`config.mk`:
```
export PLATFORM = sky130hd
export DESIGN_NAME = ltc2308_scan_ctrl
export DESIGN_NICKNAME = d
export VERILOG_FILES = /design/src/rtl/ltc2308_scan_ctrl.sv
export SDC_FILE = /design/constraint.sdc
export NUM_CORES = 1
export LEC_CHECK = 0
export BUFFER_PORTS_ARGS = -buffer_cell sky130_fd_sc_hd__buf_2
export CORE_ASPECT_RATIO = 1.75
export CORE_MARGIN = 3
export CORE_UTILIZATION = 55
export CTS_CLUSTER_DIAMETER = 80
export DETAILED_ROUTE_END_ITERATION = 10
export PLACE_DENSITY_LB_ADDON = 0.12
export SKIP_LAST_GASP = 1
export SYNTH_ARGS = -nofsm -noshare
export SYNTH_HDL_FRONTEND = slang
export SYNTH_SLANG_ARGS = --single-unit
```
`constraint.sdc`:
```
create_clock -name clk_clk -period 4.15 [get_ports clk_clk]
set_clock_uncertainty 0.15 [all_clocks]
set_input_delay 0.415 -clock clk_clk [delete_from_list [all_inputs] [get_ports clk_clk]]
set_output_delay 0.415 -clock clk_clk [all_outputs]
set_load 0.01 [all_outputs]
```
`src/rtl/ltc2308_scan_ctrl.sv`:
```
// ltc2308_scan_ctrl
// Serial master for the LTC2308 8-channel 12-bit ADC. Scans the channels
// enabled in ch_mask and reports each result as a one-cycle strobe.
// Each frame runs CONVST high, conversion wait, 12 SCK periods, then DONE.
// The LTC2308 applies a config word to the following conversion. So the data
// read in a frame belongs to the channel configured in the previous frame.
//
// Output strobe: sample_valid is a pure one-cycle valid with no ready.
// sample_channel/sample_data are meaningful in the cycle sample_valid is high.
// They then hold until the next strobe. The consumer must take the result in
// that cycle.
module ltc2308_scan_ctrl #(
    parameter int SCK_DIV       = 2,
    parameter int CONVST_CYCLES = 3,
    parameter int CONV_CYCLES   = 80
) (
    input  logic        clk_clk,
    input  logic        reset_reset_n,
    input  logic        enable,
    input  logic [7:0]  ch_mask,
    output logic        adc_convst,
    output logic        adc_sck,
    output logic        adc_sdi,
    input  logic        adc_sdo,
    output logic        sample_valid,
    output logic [2:0]  sample_channel,
    output logic [11:0] sample_data,
    output logic        busy,
    output logic [2:0]  o_dbg_state
);

    typedef enum logic [2:0] {
        S_IDLE      = 3'd0,
        S_CONVST_HI = 3'd1,
        S_CONV_WAIT = 3'd2,
        S_SHIFT     = 3'd3,
        S_DONE      = 3'd4
    } state_t;

    // Terminal counts for the shared cycle counter
    localparam logic [15:0] L_CONVST_LAST = 16'(CONVST_CYCLES - 1);
    localparam logic [15:0] L_CONV_LAST   = 16'(CONV_CYCLES - 1);
    localparam logic [15:0] L_SCK_RISE    = 16'(SCK_DIV - 1);
    localparam logic [15:0] L_SCK_LAST    = 16'(2 * SCK_DIV - 1);

    state_t      r_state;
    logic [15:0] r_cnt;
    logic [3:0]  r_bit_cnt;
    logic [2:0]  r_cfg_ch;
    logic [2:0]  r_last_ch;
    logic [2:0]  r_prev_ch;
    logic        r_prev_valid;
    logic [5:0]  r_cfg_sr;
    logic [11:0] r_shift;
    logic        r_convst;
    logic        r_sck;
    logic        r_sdi;
    logic        r_sample_valid;
    logic [2:0]  r_sample_channel;
    logic [11:0] r_sample_data;
    logic        r_busy;

    logic        w_go;
    logic [2:0]  w_next_from_last;
    logic [2:0]  w_next_from_cfg;
    logic [5:0]  w_cfg_word;

    // Find the lowest set mask bit strictly above 'from', wrapping modulo 8.
    // For a single-bit mask the search wraps back onto the same channel.
    function automatic logic [2:0] f_next_ch(input logic [7:0] mask, input logic [2:0] from);
        logic [2:0] v_res;
        logic [2:0] v_idx;
        logic       v_found;
        v_res   = from;
        v_found = 1'b0;
        for (int i = 1; i <= 8; i++) begin
            v_idx = from + 3'(i);
            if (!v_found && mask[v_idx]) begin
                v_res   = v_idx;
                v_found = 1'b1;
            end
        end
        return v_res;
    endfunction

    assign w_go             = enable && (ch_mask != 8'd0);
    assign w_next_from_last = f_next_ch(ch_mask, r_last_ch);
    // In DONE, last_ch takes the value of cfg_ch, so search from cfg_ch.
    assign w_next_from_cfg  = f_next_ch(ch_mask, r_cfg_ch);
    // Config word bits, MSB first: S/D=1, O/S, S1, S0, UNI=1, SLP=0.
    assign w_cfg_word       = {1'b1, r_cfg_ch[0], r_cfg_ch[2], r_cfg_ch[1], 1'b1, 1'b0};

    // Scan sequencer: frame timing, SCK generation, SDI/SDO shifting and result strobe
    always_ff @(posedge clk_clk) begin
        if (!reset_reset_n) begin
            r_state          <= S_IDLE;
            r_cnt            <= 16'd0;
            r_bit_cnt        <= 4'd0;
            r_cfg_ch         <= 3'd0;
            r_last_ch        <= 3'd7;
            r_prev_ch        <= 3'd0;
            r_prev_valid     <= 1'b0;
            r_cfg_sr         <= 6'd0;
            r_shift          <= 12'd0;
            r_convst         <= 1'b0;
            r_sck            <= 1'b0;
            r_sdi            <= 1'b0;
            r_sample_valid   <= 1'b0;
            r_sample_channel <= 3'd0;
            r_sample_data    <= 12'd0;
            r_busy           <= 1'b0;
        end else begin
            r_sample_valid <= 1'b0;
            case (r_state)
                S_IDLE: begin
                    if (w_go) begin
                        r_cfg_ch <= w_next_from_last;
                        r_state  <= S_CONVST_HI;
                        r_convst <= 1'b1;
                        r_busy   <= 1'b1;
                        r_cnt    <= 16'd0;
                    end
                end
                S_CONVST_HI: begin
                    if (r_cnt == L_CONVST_LAST) begin
                        r_state  <= S_CONV_WAIT;
                        r_convst <= 1'b0;
                        r_cnt    <= 16'd0;
                    end else begin
                        r_cnt <= r_cnt + 16'd1;
                    end
                end
                S_CONV_WAIT: begin
                    if (r_cnt == L_CONV_LAST) begin
                        // The first config bit goes out with SCK low.
                        r_state   <= S_SHIFT;
                        r_cnt     <= 16'd0;
                        r_bit_cnt <= 4'd0;
                        r_cfg_sr  <= w_cfg_word;
                        r_sdi     <= w_cfg_word[5];
                        r_sck     <= 1'b0;
                    end else begin
                        r_cnt <= r_cnt + 16'd1;
                    end
                end
                S_SHIFT: begin
                    // Sample SDO on the same clk edge that raises SCK.
                    if (r_cnt == L_SCK_RISE) begin
                        r_sck   <= 1'b1;
                        r_shift <= {r_shift[10:0], adc_sdo};
                    end
                    if (r_cnt == L_SCK_LAST) begin
                        r_cnt <= 16'd0;
                        r_sck <= 1'b0;
                        if (r_bit_cnt == 4'd11) begin
                            r_state        <= S_DONE;
                            r_sdi          <= 1'b0;
                            r_sample_valid <= r_prev_valid;
                            if (r_prev_valid) begin
                                r_sample_channel <= r_prev_ch;
                                r_sample_data    <= r_shift;
                            end
                        end else begin
                            // SDI advances on the edge that drops SCK.
                            r_bit_cnt <= r_bit_cnt + 4'd1;
                            r_cfg_sr  <= {r_cfg_sr[4:0], 1'b0};
                            r_sdi     <= r_cfg_sr[4];
                        end
                    end else begin
                        r_cnt <= r_cnt + 16'd1;
                    end
                end
                S_DONE: begin
                    r_prev_ch    <= r_cfg_ch;
                    r_prev_valid <= 1'b1;
                    r_last_ch    <= r_cfg_ch;
                    if (w_go) begin
                        r_cfg_ch <= w_next_from_cfg;
                        r_state  <= S_CONVST_HI;
                        r_convst <= 1'b1;
                        r_cnt    <= 16'd0;
                    end else begin
                        r_state <= S_IDLE;
                        r_busy  <= 1'b0;
                    end
                end
                default: begin
                    r_state  <= S_IDLE;
                    r_convst <= 1'b0;
                    r_sck    <= 1'b0;
                    r_sdi    <= 1'b0;
                    r_busy   <= 1'b0;
                end
            endcase
        end
    end

    assign adc_convst     = r_convst;
    assign adc_sck        = r_sck;
    assign adc_sdi        = r_sdi;
    assign sample_valid   = r_sample_valid;
    assign sample_channel = r_sample_channel;
    assign sample_data    = r_sample_data;
    assign busy           = r_busy;
    assign o_dbg_state    = r_state;

endmodule
```
==> qor.yml <==
drive_gt1_frac: 0.1881
drt_iter0_drc: 177
ir_drop_v: 0.0003783
synth_fa_ha_area_frac: 0.02175
intPower_uw: 1599
crit_required_ps: 4280
place.gp.congestion: 0.8664
ctsLongestPathBuffers: 2
gr-total-overflow: 0
worst_pin_slew_ps: 918.7
clockRootBuffer: "clkbuf_16"
switchingPower_uw: 950.5
max_freq_mhz: 304.7
synth_edf_count: 0
clk_latency_ps: 330
ios: 35
path_delay_family: "compound AO/OA/AOI/OAI gates"
drc: 1
power.total_uw: 2550
hpwlAfterDp_mm: 7.879
setup_tns_ps: 0
hold_class: "input port to register"
p_seq_frac: 0.305
p_leak_uw: 0.002230
path_class: "register to register"
synth_cells: 495
post_cts_resized: 0
fp.dieH_um: 127.0
swShare: 0.3728
finalWirelength_mm: 10.77
netlist_area_um2: 4603
hold_viol: 0
async_flop_share: 0
synth-xor-area-share: 0.04349
critPathArrivalTime_ps: 3410
cts_tree: "done"
drv_cap: 0
synth_simple_gate_area_frac: 0.1954
post_cts_buffers: 0
ys_types: 71
crit_path_start_kind: "register"
period_needed_ps: 3282
clk_pin_slew_worst_paths_ps: 60
dr.pass1.iters: 7
finalSetupViolCount: 0
start_util: 0.5742
nets: 536
grt_antenna_before_repair: 0
path_cells: "clkinv_1, ha_1, mux4_1, mux2i_4, nand3_2, a211oi_2, a211oi_1, a2111oi_1, buf_4, o311a_1"
gr-usage-all-layers: 0.2389
critPathMaxFanout: 9
antennaDiodeCount: 0
syn_area_per_cell_um2: 9.299
core_um2: 8016
endpoint_kind: "register"
dieArea_um2: 9546
slowest_delay_ps: 490
synth_ff_type: "dfxtp_1"
grt_start_max_net_pins: 40
cts_num_sinks: 69
postCtsHoldBufs: 0
row_count: 43
power_frac_clock: 0.295
cts_buffers: 9
place.port_buffers: 34
vias_per_cell: 6.349
synth_compound_area_frac: 0.1427
violations: "design-rule violations"
rsz0062_at_grt: "no"
cellPowerDensity_nw_per_um2: 501.3
crit_buf_inv: 2
synthMuxAreaShare: 0.2498
area_delta_synth_final_pct: 10.49
yosysSeqAreaShare: 0.3001
ant_nets: 0
routedWlPerCell_um: 17.63
slew-limit-headroom: 0.3834
grt_first_pass_wirelength_mm: 17.79
synth_seq_cells: 69
power_frac_comb: 0.400
htreeDepth: 3
die_w_um: 75.16
outcome: "finished with violations"
grt_pass1_vias: 3810
slew_violations: 0
synth_top_family_by_area: "multiplexers"
crit_slowest_cell: "ha_1"
syn-num-nets: 515
ys_warn_count: 0
final.period_utilization: 0.7909
vias: 3879
[worst paths after layout]
kind,from,endpoint,slack (ps),cells past startpoint
min,adc_sdo,r_shift[0]$_SDFFE_PN0P_,170,3
min reg2reg,r_prev_ch[1]$_SDFFE_PN0P_,r_prev_ch[1]$_SDFFE_PN0P_,310,2
max reg2reg,r_cfg_ch[1]$_SDFFE_PN0P_,r_cfg_ch[1]$_SDFFE_PN0P_,870,10
max,r_cfg_ch[1]$_SDFFE_PN0P_,r_cfg_ch[1]$_SDFFE_PN0P_,870,10
[worst min-delay path: stages]
cell and delay (ps):
buf_2 70, mux2i_1 50, nor2_1 80
[stage by stage]
stage               cells  setup WS [ps]    util  hold WS (ps)  cell area, µm²
CTS                   611          909.1  0.6345         156.7            5086
detailed placement    595          925.7  0.5972         301.5            4787
global placement      595          896.2  0.5972         301.5            4787
global route          611          652.0  0.6345         192.4            5086
floorplan             495          970.8       -         285.7            4603
finish                611          867.7  0.6345         174.2            5086
[power by group through the flow]
stage / clock network [µW] / logic [µW] / registers (µW)
6_report: 752 / 1020 / 778
3_3_place_gp: 0 / 995 / 789
3_5_place_dp: 0 / 1010 / 791
4_1_cts: 770 / 1020 / 776
2_1_floorplan: 0 / 813 / 776
5_1_grt: 799 / 1120 / 786
[kinds of logic (layout without fill, tap and decap cells)]
group / after synthesis / in the layout
AND/OR/NAND/NOR: 181 / 181
adder cells (fa/ha/maj): 8 / 8
buffers and inverters: 47 / 73
flip-flops: 69 / 69
AO/OA/AOI/OAI: 91 / 91
XOR/XNOR: 22 / 22
multiplexers: 77 / 77
[cell usage in the layout, fill, tap and decap left out, drive strengths merged, types with 8 or more instances in the layout]
cell	count
o21ai	13
dfxtp	69
nand3	11
buf	42
a211oi	9
mux4	23
nand4	12
clkbuf	9
inv	15
a21oi	25
xor2	16
mux2i	48
ha	8
nand2	38
nor2	74
[flip-flops by register name, indices dropped and copies added, names as in the netlist, 3 cells and up]
| register | flops |
|---|---|
| r_cfg_sr | 4 |
| o_dbg_state | 3 |
| r_cfg_ch | 3 |
| r_shift | 12 |
| sample_channel | 3 |
| r_bit_cnt | 4 |
| r_prev_ch | 3 |
| r_cnt | 16 |
| sample_data | 12 |
| r_last_ch | 3 |
[per-layer routing]
layer,vias up,global-route usage,part of all wire
met1,1862,0.2425,0.36
li1,1868,-,-
met3,38,0.04488,0.038
met4,0,0.1432,0.051
met2,111,0.4306,0.55
met5,-,0,0
[cells in the mapped netlist, types with 3 or more instances]
cell | n | area (µm²)
a211oi_1 | 6 | 45.04
nand2b_1 | 7 | 43.79
nand2_1 | 37 | 138.9
and2_1 | 6 | 37.54
a22oi_1 | 5 | 37.54
nand4_1 | 11 | 68.82
mux2i_4 | 4 | 90.09
a21oi_1 | 25 | 125.1
clkbuf_1 | 18 | 67.56
and3_1 | 4 | 25.02
or4_1 | 6 | 45.04
buf_4 | 4 | 30.03
mux4_1 | 7 | 183.9
xor2_1 | 16 | 140.1
or3_1 | 5 | 31.28
o21a_1 | 5 | 37.54
nand3_1 | 10 | 50.05
ha_1 | 8 | 100.1
dfxtp_1 | 69 | 1381
o21ai_0 | 10 | 50.05
a211oi_2 | 3 | 37.54
xnor2_1 | 5 | 43.79
mux4_2 | 16 | 360.4
o2111ai_1 | 3 | 26.28
nor2_1 | 73 | 274.0
buf_2 | 7 | 35.03
mux2i_1 | 44 | 440.4
o211ai_1 | 4 | 30.03
nor2b_1 | 3 | 18.77
inv_1 | 13 | 48.80
mux2_2 | 4 | 45.04
o21ai_1 | 3 | 15.01
nor3_1 | 4 | 20.02
[cell type report]
cell class                 count  area (µm²)
clock buffer                   9       225.2
clock inverter                 7       73.82
fill                         696        2930
inverter                      15       56.30
multi-input combinational    379        3007
sequential                    69        1381
tap                           90       112.6
timing repair buffer          42       230.2
(Power assumes the default switching activity.)
